[src/rtl/rtlola_event_queue.sv]
// Input-event buffer between the monitor's raw input ports and the low-level controller.
// Cycles with any fresh input are timestamped and queued; the LLC pops them one per request.
module rtlola_event_queue #(
  parameter int unsigned NUM_IN = 2,
  parameter int unsigned DATA_W = 64,
  parameter int unsigned DEPTH  = 4,
  parameter int unsigned TAG_W  = 64
) (
  input  logic                       clk,
  input  logic                       rst,
  input  logic                       en,
  input  logic [NUM_IN*DATA_W-1:0]   in_data,
  input  logic [NUM_IN-1:0]          new_input,
  input  logic                       pop,
  output logic [NUM_IN*DATA_W-1:0]   out_data,
  output logic [NUM_IN-1:0]          out_mask,
  output logic [TAG_W-1:0]           out_tag,
  output logic                       q_push_valid,
  output logic                       q_pop_valid,
  output logic [$clog2(DEPTH):0]     count,
  output logic                       full,
  output logic                       empty,
  output logic                       overflow,
  output logic [15:0]                drop_count
);

  localparam int unsigned PtrW = $clog2(DEPTH);
  localparam int unsigned CntW = PtrW + 1;

  logic [TAG_W-1:0]         tag_q;
  logic [PtrW-1:0]          wr_ptr_q, rd_ptr_q;
  logic [CntW-1:0]          count_q, count_d;
  logic [NUM_IN*DATA_W-1:0] data_mem_q [DEPTH];
  logic [NUM_IN-1:0]        mask_mem_q [DEPTH];
  logic [TAG_W-1:0]         tag_mem_q  [DEPTH];
  logic [NUM_IN*DATA_W-1:0] out_data_q;
  logic [NUM_IN-1:0]        out_mask_q;
  logic [TAG_W-1:0]         out_tag_q;
  logic                     push_valid_q, pop_valid_q, overflow_q;
  logic [15:0]              drop_count_q;

  logic ev, full_w, empty_w, pop_acc, push_acc, drop;

  always_comb begin
    full_w   = (count_q == CntW'(DEPTH));
    empty_w  = (count_q == '0);
    ev       = en & (|new_input);
    pop_acc  = en & pop & ~empty_w;
    // A pop frees the head slot in the same cycle, so a full queue can still accept.
    push_acc = ev & (~full_w | pop_acc);
    drop     = ev & ~push_acc;
    count_d  = count_q;
    if (push_acc && !pop_acc) begin
      count_d = count_q + CntW'(1);
    end else if (!push_acc && pop_acc) begin
      count_d = count_q - CntW'(1);
    end
  end

  always_ff @(posedge clk or negedge rst) begin
    if (!rst) begin
      tag_q        <= '0;
      wr_ptr_q     <= '0;
      rd_ptr_q     <= '0;
      count_q      <= '0;
      out_data_q   <= '0;
      out_mask_q   <= '0;
      out_tag_q    <= '0;
      push_valid_q <= 1'b0;
      pop_valid_q  <= 1'b0;
      overflow_q   <= 1'b0;
      drop_count_q <= '0;
    end else begin
      push_valid_q <= push_acc;
      pop_valid_q  <= pop_acc;
      count_q      <= count_d;
      if (en) begin
        tag_q <= tag_q + TAG_W'(1);
      end
      if (push_acc) begin
        wr_ptr_q <= wr_ptr_q + PtrW'(1);
      end
      if (pop_acc) begin
        rd_ptr_q   <= rd_ptr_q + PtrW'(1);
        out_data_q <= data_mem_q[rd_ptr_q];
        out_mask_q <= mask_mem_q[rd_ptr_q];
        out_tag_q  <= tag_mem_q[rd_ptr_q];
      end
      if (drop) begin
        overflow_q <= 1'b1;
        if (drop_count_q != 16'hFFFF) begin
          drop_count_q <= drop_count_q + 16'd1;
        end
      end
    end
  end

  always_ff @(posedge clk or negedge rst) begin
    if (!rst) begin
      for (int i = 0; i < int'(DEPTH); i++) begin
        data_mem_q[i] <= '0;
        mask_mem_q[i] <= '0;
        tag_mem_q[i]  <= '0;
      end
    end else if (push_acc) begin
      data_mem_q[wr_ptr_q] <= in_data;
      mask_mem_q[wr_ptr_q] <= new_input;
      tag_mem_q[wr_ptr_q]  <= tag_q;
    end
  end

  assign out_data     = out_data_q;
  assign out_mask     = out_mask_q;
  assign out_tag      = out_tag_q;
  assign q_push_valid = push_valid_q;
  assign q_pop_valid  = pop_valid_q;
  assign count        = count_q;
  assign full         = full_w;
  assign empty        = empty_w;
  assign overflow     = overflow_q;
  assign drop_count   = drop_count_q;

endmodule

[config.mk]
export PLATFORM = sky130hd
export DESIGN_NAME = rtlola_event_queue
export DESIGN_NICKNAME = d
export VERILOG_FILES = /design/src/rtl/rtlola_event_queue.sv
export SDC_FILE = /design/constraint.sdc
export NUM_CORES = 1
export LEC_CHECK = 0
export CAP_MARGIN = 30
export CORE_MARGIN = 3
export CORE_UTILIZATION = 63
export CTS_CLUSTER_SIZE = 14
export DETAILED_ROUTE_END_ITERATION = 7
export MAX_ROUTING_LAYER = met4
export PLACE_DENSITY = 0.92
export SLEW_MARGIN = 20
export SYNTH_ARGS = -nofsm -noshare
export SYNTH_HDL_FRONTEND = slang
export SYNTH_SLANG_ARGS = --single-unit
[constraint.sdc]
create_clock -name clk -period 4.58 [get_ports clk]
set_input_delay 1.145 -clock clk [delete_from_list [all_inputs] [get_ports clk]]
set_output_delay 1.145 -clock clk [all_outputs]
set_load 0.01 [all_outputs]
# --- Yosys cells after proc, flatten, opt, wreduce, memory -nomap -nowiden ---
# Cells that the tools add are included.
classes:
  n_lt_le_gt_ge: 3
  n_mux: 20
  eq_ne: 2
  bitwise_logic: 11
  shifts: 0
  n_mul: 0
  n_reduce_logical: 9
  n_addsub: 6
  div_mod_pow: 0
ops:
  columns: ["cell", "n"]
  rows:
  - ["512-bit bitwise mux", 1]
  - ["128-bit two-way mux", 3]
  - ["128-bit binary-select mux with 2-bit select", 1]
  - ["256-bit bitwise mux", 1]
  - ["128-bit demux with 2-bit select", 1]
  - ["64-bit two-way mux", 3]
  - ["64-bit binary-select mux with 2-bit select", 1]
  - ["64-bit demux with 2-bit select", 1]
  - ["64-bit by 1-bit adder with 64-bit output (second input constant)", 1]
  - ["16-bit by 1-bit adder with 16-bit output (second input constant)", 1]
  - ["16-bit != test (second input constant)", 1]
  - ["8-bit bitwise mux", 1]
  - ["3-bit >= comparator (second input constant)", 2]
  - ["2-bit two-way mux", 3]
  - ["3-bit two-way mux", 2]
  - ["2-bit inverter with 3-bit output", 2]
  - ["1-bit bitwise AND", 5]
  - ["2-bit by 1-bit adder with 2-bit output (second input constant)", 2]
  - ["2-bit binary-select mux with 2-bit select", 1]
  - ["2-bit demux with 2-bit select", 1]
  - ["3-bit by 1-bit adder with 3-bit output (second input constant)", 1]
  - ["3-bit equality test (second input constant)", 1]
  - ["1-bit logical AND", 3]
  - ["3-bit zero test", 1]
  - ["8 further kinds", 11]
word_totals:
  output_inout_bits: 218
  reg_bits: 1060
  word_cells: 74
  n_memories: 0
  romBits: 0
  latch_bits: 0
  mem_bits_rw: 0

# --- Longest topological paths before layout ---
# Gate-level depths: netlist (run 1).
depth:
  depth_word: 9
  ltp_mapped: 10
  ltp_nobuf: 8

# --- Worst setup path after synthesis (run 1) ---
# Ideal clock, no wire load.
synth_path:
  kind: "in2reg"
  from: "input port pop"
  to: "register count_q[2], in the netlist count[2]"
  slack_ns: 1.584
  t_arrival_ns: 2.916
  setup_ns: 0.079
  cell_stages: 10
  required_ns: 4.501
  path_buffers: 2
  path_cell_list: "nand2_1 or2_2 clkbuf_1 clkbuf_1 ha_1 inv_1 fa_1 xor2_1 nor2_1 xor2_1"
synth_between:
  elab_chain_cells: 7
  word_cells_on_any_way: 10
  classes_between: "mux: 1; bitwise: 4; reduce/logical: 5"
synth_lines:
  columns: ["item", "line_no", "text"]
  rows:
  - ["start: declaration", "14", "input logic pop,"]
  - ["1-bit bitwise AND * (2 in a row)", "48", "pop_acc = en & pop & ~empty_w;"]
  - ["1-bit bitwise OR", "50", "push_acc = ev & (~full_w | pop_acc);"]
  - ["1-bit bitwise AND", "50", null]
  - ["1-bit zero test", "55", "end else if (!push_acc && pop_acc) begin"]
  - ["1-bit logical AND", "55", null]
  - ["2-bit nonzero test (no line)", null, null]
  - ["end signal: assignment", "76", "count_q <= count_d;"]
  - ["end: declaration", "32", "logic [CntW-1:0] count_q, count_d;"]
# Every way passes the cells marked *; elsewhere a longest branch is shown, timed or not.
# A chain may end at the register's enable or synchronous reset.

# --- Final worst setup path (run 1) ---
layout_path:
  from: "input port en"
  to: "register data_mem_q[424] in the netlist's numbering"
layout_between:
  elab_chain_cells: 4
  word_cells_on_any_way: 5
  classes_between: "bitwise: 5"
layout_lines:
  columns: ["item", "line_no", "text"]
  rows:
  - ["start: declaration", "11", "input logic en,"]
  - ["1-bit bitwise AND (2 in a row)", "48", null]
  - ["1-bit bitwise OR", "50", null]
  - ["1-bit bitwise AND *", "50", null]
  - ["net push_acc", "42", "logic ev, full_w, empty_w, pop_acc, push_acc, drop;"]
  - ["end signal: indexed assignment", "106", "data_mem_q[wr_ptr_q] <= in_data;"]
  - ["end: declaration", "33", "logic [NUM_IN*DATA_W-1:0] data_mem_q [DEPTH];"]
# The timed path passes the listed nets; every way through them passes the cells marked *.

==> summary.txt, run 1 <==
Placement
  – IO buf count: 351
  – Placer Congestion: between 0.7 and 0.8
  – Placed Instances: 4,274
  – Dpl hpwl: a little over 60 mm
  – Placed cell area: about 49,000 µm²

Setup path
  – R2R depth: 5
  – Crit Path Max Fanout: between 40 and 50
  – Critical Path, Cell by Cell: clkdlybuf4s50_1 > nand2_1 > a21oi_4 > nand2_8 > buf_12 > mux2_2
  – Critical-path top delay cell: clkdlybuf4s50_1
  – Setup crit end: data_mem_q[424]$_DFFE_PN0P_
  – Worst r2r src: tag_q[18]$_DFFE_PN0P_
  – Critical path class: input pin to flop
  – Critical path startpoint: en
  – Critical path's largest stage delay: 780 ps
  – Crit path DAT: about 4000 ps
  – Reg2Reg Capture Point: tag_q[62]$_DFFE_PN0P_
  – CP Capture Type: flop
  – WP data required: roughly 5100 ps
  – CP startpoint kind: input pin
  – Reg-to-reg slack, setup: just under 2000 ps

Clock network
  – H-tree depth: 3
  – Setup repair bufs after CTS: 0
  – CTS Hold Bufs: 0
  – Clk sink count: between 1,000 and 1,500
  – CTS tree: built
  – Reg clk slew, reported paths: 60 ps
  – Clk root buf: clkbuf_16
  – CTS max path bufs: 3
  – Worst-skew pair later-pin latency: roughly 660 ps
  – Cts bufs inserted: ~100
  – Number of gates resized after cts: 0

Final layout
  – Nets: between 3,000 and 4,000
  – Final Instance Count excl. Fillers: between 4,000 and 5,000
  – Layout cells sized above 1: between 30% and 40%
  – Area added between synthesis and finish: 19.0%
  – Fillers: about 3,800
  – Non-Filler Cell Area, Final: 53,200 µm²
  – Multi-input logic area: 17,300 µm²
  – Commonest non-fill, non-tap cell in the layout: dfrtp_1
  – Register Area: 26,500 µm²
  – Most frequent cells in the layout: 1,058 x dfrtp_1, 767 x mux2_2, 627 x nand2_1, 350 x clkdlybuf4s50_1, 194 x mux4_2

STA
  – Final number of hold-violating endpoints: 0
  – Hold WS: approximately 470 ps
  – Worst-Margin Slew: approximately 1100 ps
  – Final worst path period share: between 70 and 80%
  – RSZ-0062 raised after global routing: no
  – Worst clock skew: ~27 ps
  – Setup TNS: 0 ps
  – Slew Limit Fails: 0
  – Final setup vio count: 0
  – F_max: approximately 290 MHz
  – Post-route minimum period: roughly 3400 ps
  – Slew margin rel.: ~28%

Floorplanning
  – Die Ht: roughly 270 µm
  – Core area: ~70,000 µm²
  – Rows: between 90 and 100
  – Die Width: around 270 µm
  – Starting Density: 63.7%
  – # IOs: 352
  – DIE AREA: roughly 74,000 µm²

Logic synthesis
  – Syn Inst Count: around 3,100
  – Mapped Area: between 40,000 and 50,000 µm²
  – Cell variety after synth: 45
  – Yosys top cell area share: just under 60%
  – Syn_area_per_cell: 14.4 µm²
  – Async S/R FF share, synth: 100%
  – FF+latch count, synth: approximately 1,100
  – Synth top area cells: dfrtp_1 59%, mux2_2 19%, mux4_2 9.8%
  – Yosys top cell by area: dfrtp_1
  – EDFF count, synth: 0
  – Syn. warnings: 0
  – Seq/Total Area, Yosys: a little under 60%
  – Primary FF master, synth: dfrtp_1
  – Syn nets: 3,257

Power
  – Tot Pwr: 34.0 mW
  – Peak VDD IR: ~0.0005 V
  – Pleak: ~25 nW
  – Power per Cell Area: about 640 nW/µm²

Drt
  – DR WL/cell: about 24 µm
  – Via/cell ratio: between 6 and 7
  – Post-route ant nets: 0
  – Initial drt markers: 1,920
  – Vias post-DR: about 27,000
  – Detailed Route WL: 107 mm
  – Residual DRC: 0
  – DR pass1 iterations: 5

Min path
  – Hold Path Class: flop to flop

Global route
  – Total GRT Usage: between 30% and 40%
  – Antenna violations before repair: 8
  – Grt total ovfl: 0
  – Vias in the first global route: roughly 31,000
  – First-pass GRT wire length: between 150 and 200 mm
  – Largest net degree at the start of global routing: 196

Outcome
  – Status: finished clean

Job
  – Max_cap viols: 0
==> how the worst min path moves through the flow <==
stage / end / start / cells after the start
CTS: out_data[2]$_DFFE_PN0P_ / out_data[2]$_DFFE_PN0P_ / 2
global placement: overflow$_DFFE_PN0P_ / overflow$_DFFE_PN0P_ / 1
detailed placement: overflow$_DFFE_PN0P_ / overflow$_DFFE_PN0P_ / 1
global route: out_tag[0]$_DFFE_PN0P_ / out_tag[0]$_DFFE_PN0P_ / 2
floorplan: tag_mem_q[74]$_DFFE_PN0P_ / tag_mem_q[74]$_DFFE_PN0P_ / 2
finish: out_data[2]$_DFFE_PN0P_ / out_data[2]$_DFFE_PN0P_ / 2
==> final cells by class <==
class | count | area share, %
inverters | 13 | 0.101
diodes | 8 | 0.0376
multi-input cells | 1840 | 32.4
repair buffers | 421 | 8.43
flip-flops and latches | 1060 | 49.9
well taps | 940 | 2.21
clock buffers | 150 | 5.75
clock inverters | 42 | 1.14
==> cells in the mapped netlist, drive strengths merged (3+ instances only) <==
library cell     n
dfrtp         1060
mux2           767
nand2          631
mux4           194
buf            123
clkbuf          79
xnor2           48
xor2            36
nand3           34
nor2            25
nand4           24
nor3            21
o21ai           14
inv             13
and3            12
nor4            10
ha               7
and4             3
==> kinds of logic (layout without fill, tap and decap cells) <==
| logic type | count (synthesis) | count (layout) | synth area share, % |
|---|---|---|---|
| other | 0 | 8 | 0 |
| multiplexers | 961 | 961 | 29.1 |
| adder cells (fa/ha/maj) | 8 | 8 | 0.241 |
| flip-flops | 1060 | 1060 | 59.3 |
| AO/OA/AOI/OAI | 18 | 18 | 0.266 |
| XOR/XNOR | 84 | 84 | 1.66 |
| buffers and inverters | 215 | 626 | 2.20 |
| AND/OR/NAND/NOR | 769 | 769 | 7.20 |
==> stage by stage <==
step                utilization [%]  setup slack, ps
floorplan                         -             1580
global placement               70.6              528
detailed placement             70.6              516
CTS                            75.8             1200
global route                   75.8             1070
finish                         75.8             1160
==> flip-flops by register name, summed over array words and instances (netlist names) <==
register	cells
rd_ptr_q	2
out_mask	2
mask_mem_q	8
out_data	128
q_push_valid	1
count	3
wr_ptr_q	2
data_mem_q	512
drop_count	16
tag_mem_q	256
tag_q	64
out_tag	64
q_pop_valid	1
overflow	1
==> critical path, delay by kind of cell <==
kind	cells	cell delay (ps)
AO/OA/AOI/OAI	1	620
buffers and inverters	2	1100
multiplexers	1	350
AND/OR/NAND/NOR	2	640
==> power breakdown <==
part	total (mW)	switching, mW	internal, mW
clock	9.03	3.65	5.38
sequential	14.5	2.05	12.5
combinational	10.5	4.35	6.13
total	34.0	10.1	24.0
==> layer usage <==
metal	vias to the layer above	share of wire [%]	global-route usage (%)
met5	-	0	-
met4	0	3.6	11.4
met3	256	6.6	6.31
met2	965	51	49.4
met1	14478	39	37.5
li1	11625	-	-
(Power assumes the default switching activity.)
==> run 2, diff against run 1 <==
--- a/config.mk
+++ b/config.mk
@@ -7,11 +7,11 @@
 export LEC_CHECK = 0
 export CAP_MARGIN = 30
 export CORE_MARGIN = 3
-export CORE_UTILIZATION = 63
+export CORE_UTILIZATION = 58
 export CTS_CLUSTER_SIZE = 14
 export DETAILED_ROUTE_END_ITERATION = 7
 export MAX_ROUTING_LAYER = met4
-export PLACE_DENSITY = 0.92
+export PLACE_DENSITY = 0.86
 export SLEW_MARGIN = 20
 export SYNTH_ARGS = -nofsm -noshare
 export SYNTH_HDL_FRONTEND = slang
==> constraint.sdc (replaced) <==
create_clock -name clk -period 3.2 [get_ports clk]
set_input_delay 0.8 -clock clk [delete_from_list [all_inputs] [get_ports clk]]
set_output_delay 0.8 -clock clk [all_outputs]
set_load 0.01 [all_outputs]
==> run 2 against run 1 <==
  * Count of clock-buffer cells in the layout rose by 1
  * Hold slack got worse by 350 ps
  * First-iteration DRC count down 23%
  * Utilization decreased by 5.0 points
==> summary.txt, run 2 (synthesis results as in run 1) <==
Job
  – Max_cap viols: 0 (unchanged)

Power
  – Logic pwr share: 31.3% (was 30.8%)
  – Pleak: 24.9 nW (was 24.5 nW)
  – Clock share of power: 26.4% (was 26.5%)
  – Power per Cell Area: 900 nW/µm² (was 640 nW/µm²)
  – Sw Share: 29.1% (was 29.5%)
  – Net Switching: 14.1 mW (was 10.1 mW)
  – Peak VDD IR: 0.000617 V (was 0.000498 V)
  – Sequential power share: 42.3% (was 42.7%)
  – Internal power: 34.4 mW (was 24.0 mW)

Clock network
  – Reg clk slew, reported paths: 60 ps (about the same)
  – H-tree depth: 3 (unchanged)
  – Clk sink count: 1,060 (unchanged)
  – Number of gates resized after cts: 0 (unchanged)
  – Clk root buf: clkbuf_16 (unchanged)
  – CTS max path bufs: 3 (unchanged)
  – CTS tree: built (unchanged)
  – Setup repair bufs after CTS: 0 (unchanged)
  – CTS Hold Bufs: 0 (unchanged)
  – Cts bufs inserted: 106 (was 103)
  – Worst-skew pair later-pin latency: 670 ps (was 660 ps)

Drt
  – Initial drt markers: 1,480 (was 1,920)
  – Vias post-DR: 26,773 (was 27,324)
  – DR pass1 iterations: 5 (unchanged)
  – DR WL/cell: 22.1 µm (was 23.8 µm)
  – Post-route ant nets: 0 (unchanged)
  – Residual DRC: 0 (unchanged)
  – Detailed Route WL: 102 mm (was 107 mm)
  – Via/cell ratio: 5.80 (was 6.11)

Floorplanning
  – Die Ht: 284 µm (was 272 µm)
  – Starting Density: 58.7% (was 63.7%)
  – # IOs: 352 (unchanged)
  – Core area: 76,200 µm² (was 70,100 µm²)
  – DIE AREA: 80,400 µm² (was 74,200 µm²)
  – Die Width: 284 µm (was 272 µm)
  – Rows: 101 (was 97)

Final layout
  – Max reg flops: 512 (unchanged)
  – Commonest non-fill, non-tap cell in the layout: dfrtp_1 (unchanged)
  – Layout cells sized above 1: 36.0% (was 34.9%)
  – Most frequent cells in the layout: 1,058 x dfrtp_1, 767 x mux2_2, 627 x nand2_1, 350 x clkdlybuf4s50_1, 194 x mux4_2 (unchanged)
  – Register Area: 26,500 µm² (unchanged)
  – Multi-input logic area: 17,300 µm² (unchanged)
  – Fillers: 4,742 (was 3,813)
  – Area added between synthesis and finish: 20.6% (was 19.0%)
  – Largest reg by FF count: data_mem_q (unchanged)
  – Nets: 3,639 (was 3,581)

Setup path
  – Critical path's largest stage delay: 620 ps (was 780 ps)
  – CP startpoint kind: flop (was input pin)
  – CP Buf/Inv Count: 1 (was 2)
  – CP Capture Type: output pin (was flop)
  – Crit Path Max Fanout: 5 (was 47)
  – Critical Path, Cell by Cell: nor3b_2 > clkdlybuf4s50_1 (was clkdlybuf4s50_1 > nand2_1 > a21oi_4 > nand2_8 > buf_12 > mux2_2)
  – Crit path DAT: 2190 ps (was 3960 ps)
  – WP data required: 2400 ps (was 5120 ps)
  – Delay-heaviest family, CP: buffers and inverters (unchanged)
  – Critical-path top delay cell: clkdlybuf4s50_1 (unchanged)
  – Critical path class: flop to output pin (was input pin to flop)

Global route
  – Largest net degree at the start of global routing: 128 (was 196)
  – First-pass GRT wire length: 166 mm (was 171 mm)
  – Grt total ovfl: 0 (unchanged)
  – Total GRT Usage: 26.7% (was 30.2%)
  – Antenna violations before repair: 5 (was 8)
  – Vias in the first global route: 30,035 (was 30,680)

Outcome
  – Status: finished clean (unchanged)

STA
  – Final worst path period share: slightly above 90%
  – Final number of hold-violating endpoints: 0 (unchanged)
  – Worst clock skew: 30.5 ps (was 26.7 ps)
  – Slew Limit Fails: 0 (unchanged)
  – Hold WS: 121 ps (was 471 ps)
  – Setup TNS: 0 ps (unchanged)
  – Final setup vio count: 0 (unchanged)
  – Worst-Margin Slew: 863 ps (was 1080 ps)
  – F_max: 334 MHz
  – RSZ-0062 raised after global routing: no (unchanged)
  – Post-route minimum period: about 3000 ps
  – Slew margin rel.: 42.5% (was 28.2%)

Placement
  – IO buf count: 351 (unchanged)
  – Dpl hpwl: 64.2 mm (was 62.0 mm)
  – Placer Congestion: 0.794 (was 0.775)

Min path
  – Hold Path Class: input pin to asynchronous set/reset pin (was flop to flop)
## run 2: cell type report
type | count | share of cell area, %
Inverter | 13 | 0.0998
Timing Repair Buffer | 476 | 9.47
Clock inverter | 41 | 1.00
Tap cell | 1030 | 2.39
Sequential cell | 1060 | 49.2
Antenna cell | 5 | 0.0232
Multi-Input combinational cell | 1840 | 32.0
Clock buffer | 151 | 5.81
## run 2: power groups by stage
stage	clock, mW	combinational (mW)	sequential, mW
2_1_floorplan	0	10.3	20.0
5_1_grt	13.6	16.3	21.0
4_1_cts	13.0	15.4	20.5
3_3_place_gp	0	14.7	20.3
6_report	12.8	15.2	20.5
3_5_place_dp	0	15.2	20.6
## run 2: routing by layer
metal / up-vias / track usage (%) / wire length (µm)
met2: 711 / 44.1 / 51700
met4: 0 / 7.48 / 2730
met1: 14136 / 34.2 / 41900
li1: 11730 / - / -
met3: 196 / 4.98 / 5450
met5: - / - / 0
## run 2: path summary, 6_finish.rpt
check | cells after the start | from | end | slack [ps]
worst min-delay path | 1 | rst | tag_mem_q[87]$_DFFE_PN0P_ | 120
max in group asynchronous | 3 | rst | data_mem_q[400]$_DFFE_PN0P_ | 2050
worst max-delay path | 2 | count[0]$_DFFE_PN0P_ | full | 210
worst min register to register | 2 | out_tag[29]$_DFFE_PN0P_ | out_tag[29]$_DFFE_PN0P_ | 470
worst max register to register | 6 | count[0]$_DFFE_PN0P_ | drop_count[13]$_DFFE_PN0P_ | 890
min in group clk | 2 | out_tag[29]$_DFFE_PN0P_ | out_tag[29]$_DFFE_PN0P_ | 470
## run 2: stage by stage
step	total power [mW]	utilization (%)	area, µm²	worst slack [ps]	std cells
2_1_floorplan	30.2	-	44700	549	3115
3_3_place_gp	35.0	65.9	50200	136	4419
3_5_place_dp	35.8	65.9	50200	83.8	4419
4_1_cts	48.9	70.7	53900	165	4611
5_1_grt	50.9	70.8	53900	133	4616
6_report	48.5	70.8	53900	207	4616
==> run 3, diff against run 2 <==
--- a/config.mk
+++ b/config.mk
@@ -12,6 +12,7 @@
 export DETAILED_ROUTE_END_ITERATION = 7
 export MAX_ROUTING_LAYER = met4
 export PLACE_DENSITY = 0.86
+export SETUP_SLACK_MARGIN = 0.5
 export SLEW_MARGIN = 20
 export SYNTH_ARGS = -nofsm -noshare
 export SYNTH_HDL_FRONTEND = slang
==> run 3 against run 2 <==
  * Via count is essentially flat
  * Setup slack gained 460 ps
  * Routed wire length is essentially flat
  * Utilization is essentially flat
  * Die area is the same
  * Critical path type unchanged
  * Clock skew shrank 1.7 ps
==> summary.txt, run 3 (synthesis results as in run 1) <==
Clock network
  – Cts bufs inserted: 106 (unchanged)
  – Reg clk slew, reported paths: 60 ps (about the same)
  – H-tree depth: 3 (unchanged)
  – Clk sink count: 1,060 (unchanged)
  – Clk root buf: clkbuf_16 (unchanged)
  – CTS tree: built (unchanged)
  – Worst-skew pair later-pin latency: 670 ps (about the same)
  – CTS max path bufs: 3 (unchanged)

Global route
  – Total GRT Usage: 26.7% (about the same)
  – Grt total ovfl: 0 (unchanged)
  – Largest net degree at the start of global routing: 128 (unchanged)
  – First-pass GRT wire length: 166 mm (about the same)
  – Antenna violations before repair: 5 (unchanged)
  – Vias in the first global route: 30,003 (was 30,035)

Placement
  – IO buf count: 351 (unchanged)
  – Dpl hpwl: 64.2 mm (unchanged)
  – Placer Congestion: 0.794 (unchanged)

Floorplanning
  – Rows: 101 (unchanged)
  – DIE AREA: 80,400 µm² (unchanged)
  – Die Width: 284 µm (unchanged)
  – Starting Density: 58.7% (unchanged)
  – Core area: 76,200 µm² (unchanged)
  – # IOs: 352 (unchanged)
  – Die Ht: 284 µm (unchanged)

Power
  – Sequential power share: 42.3% (about the same)
  – Clock share of power: 26.4% (about the same)
  – Net Switching: 14.1 mW (about the same)
  – Power per Cell Area: 900 nW/µm² (about the same)
  – Sw Share: 29.1% (about the same)
  – Tot Pwr: 48.5 mW (about the same)
  – Logic pwr share: 31.3% (about the same)
  – Peak VDD IR: 0.000617 V (about the same)
  – Internal power: 34.4 mW (about the same)
  – Pleak: 24.9 nW (about the same)

Final layout
  – Commonest non-fill, non-tap cell in the layout: dfrtp_1 (unchanged)
  – Max reg flops: 512 (unchanged)
  – Nets: 3,640 (was 3,639)
  – Area added between synthesis and finish: 20.7% (was 20.6%)
  – Largest reg by FF count: data_mem_q (unchanged)
  – Most frequent cells in the layout: 1,056 x dfrtp_1, 767 x mux2_2, 627 x nand2_1, 348 x clkdlybuf4s50_1, 194 x mux4_2 (was 1,058 x dfrtp_1, 767 x mux2_2, 627 x nand2_1, 350 x clkdlybuf4s50_1, 194 x mux4_2)
  – Layout cells sized above 1: 36.1% (was 36.0%)

Setup path
  – Cell depth of the worst setup path: 1 (was 2)
  – Critical path class: flop to output pin (unchanged)
  – Crit Path Max Fanout: 4 (was 5)
  – Delay-heaviest family, CP: buffers and inverters (unchanged)
  – Critical Path, Cell by Cell: clkdlybuf4s50_1 (was nor3b_2 > clkdlybuf4s50_1)
  – CP Buf/Inv Count: 1 (unchanged)
  – CP Capture Type: output pin (unchanged)
  – Critical path's largest stage delay: 610 ps (was 620 ps)
  – R2R depth: 6 (unchanged)
  – WP data required: 2400 ps (about the same)
  – Critical-path top delay cell: clkdlybuf4s50_1 (unchanged)
  – Crit path DAT: 1730 ps (was 2190 ps)
  – CP startpoint kind: flop (unchanged)

STA
  – RSZ-0062 raised after global routing: no (unchanged)
  – Post-route minimum period: 2530 ps (was 2990 ps)
  – Slew Limit Fails: 0 (unchanged)
  – Final setup vio count: 0 (unchanged)
  – Worst-Margin Slew: 866 ps (was 863 ps)
  – Final worst path period share: 79.0% (was 93.5%)
  – Worst clock skew: 28.8 ps (was 30.5 ps)
  – Slew margin rel.: 42.3% (was 42.5%)
  – Setup TNS: 0 ps (unchanged)
  – F_max: 395 MHz (was 334 MHz)
  – Final number of hold-violating endpoints: 0 (unchanged)

Drt
  – Residual DRC: 0 (unchanged)
  – Via/cell ratio: 5.80 (about the same)
  – Detailed Route WL: 102 mm (about the same)
  – Initial drt markers: 1,445 (was 1,480)
  – DR pass1 iterations: 7 (was 5)
  – DR WL/cell: 22.0 µm (was 22.1 µm)
  – Vias post-DR: 26,771 (was 26,773)
  – Post-route ant nets: 0 (unchanged)

Job
  – Max_cap viols: 0 (unchanged)

Outcome
  – Status: finished clean (unchanged)

Min path
  – Hold Path Class: input pin to asynchronous set/reset pin (unchanged)
## run 3: path summary, 6_finish.rpt
path | slack, ps | start | to
worst min register to register | 470 | out_data[121]$_DFFE_PN0P_ | out_data[121]$_DFFE_PN0P_
worst min-delay path | 120 | rst | tag_mem_q[87]$_DFFE_PN0P_
max in group asynchronous | 2030 | rst | data_mem_q[400]$_DFFE_PN0P_
worst max register to register | 950 | tag_q[18]$_DFFE_PN0P_ | tag_q[62]$_DFFE_PN0P_
worst max-delay path | 670 | count[2]$_DFFE_PN0P_ | count[2]
min in group clk | 470 | out_data[121]$_DFFE_PN0P_ | out_data[121]$_DFFE_PN0P_
## run 3: final cells by class
class	count	area, µm²
Timing Repair Buffer	477	5120
Sequential cell	1060	26500
Multi-Input combinational cell	1840	17300
Tap cell	1030	1290
Clock buffer	151	3130
Inverter	13	53.8
Fill cell	4737	22300
Clock inverter	41	542
Antenna cell	5	12.5
## run 3: routing by layer
layer / track usage [%] / wire, µm
met1: 34.2 / 41800
met2: 44.2 / 51800
met3: 4.99 / 5430
met4: 7.45 / 2670
met5: - / 0
## run 3: power groups by stage
stage               logic [mW]  registers [mW]  clock network [mW]
global placement          14.7            20.3                   0
detailed placement        15.2            20.6                   0
finish                    15.2            20.5                12.8
floorplan                 10.3            20.0                   0
CTS                       15.4            20.5                13.0
global route              16.3            21.0                13.6
## run 3: per-stage QoR
| stage | instance area (µm²) | setup slack, ps | instances | hold WS (ps) | utilization, % |
|---|---|---|---|---|---|
| 2_1_floorplan | 44700 | 549 | 3115 | 445 | - |
| 3_3_place_gp | 50200 | 136 | 4419 | 453 | 65.9 |
| 3_5_place_dp | 50200 | 83.8 | 4419 | 456 | 65.9 |
| 4_1_cts | 53900 | 401 | 4612 | 97.9 | 70.8 |
| 5_1_grt | 53900 | 618 | 4617 | 111 | 70.8 |
| 6_report | 53900 | 671 | 4617 | 123 | 70.8 |
## run 3: timing repair
item | CTS | global route
endpoints found under the setup margin | 2 | 1
setup buffers | 1 | 0
pin swaps | 2 | 0
gates resized for setup | 5 | 2
hold buffers | 0 | 0
hold endpoints to repair | 0 | 0
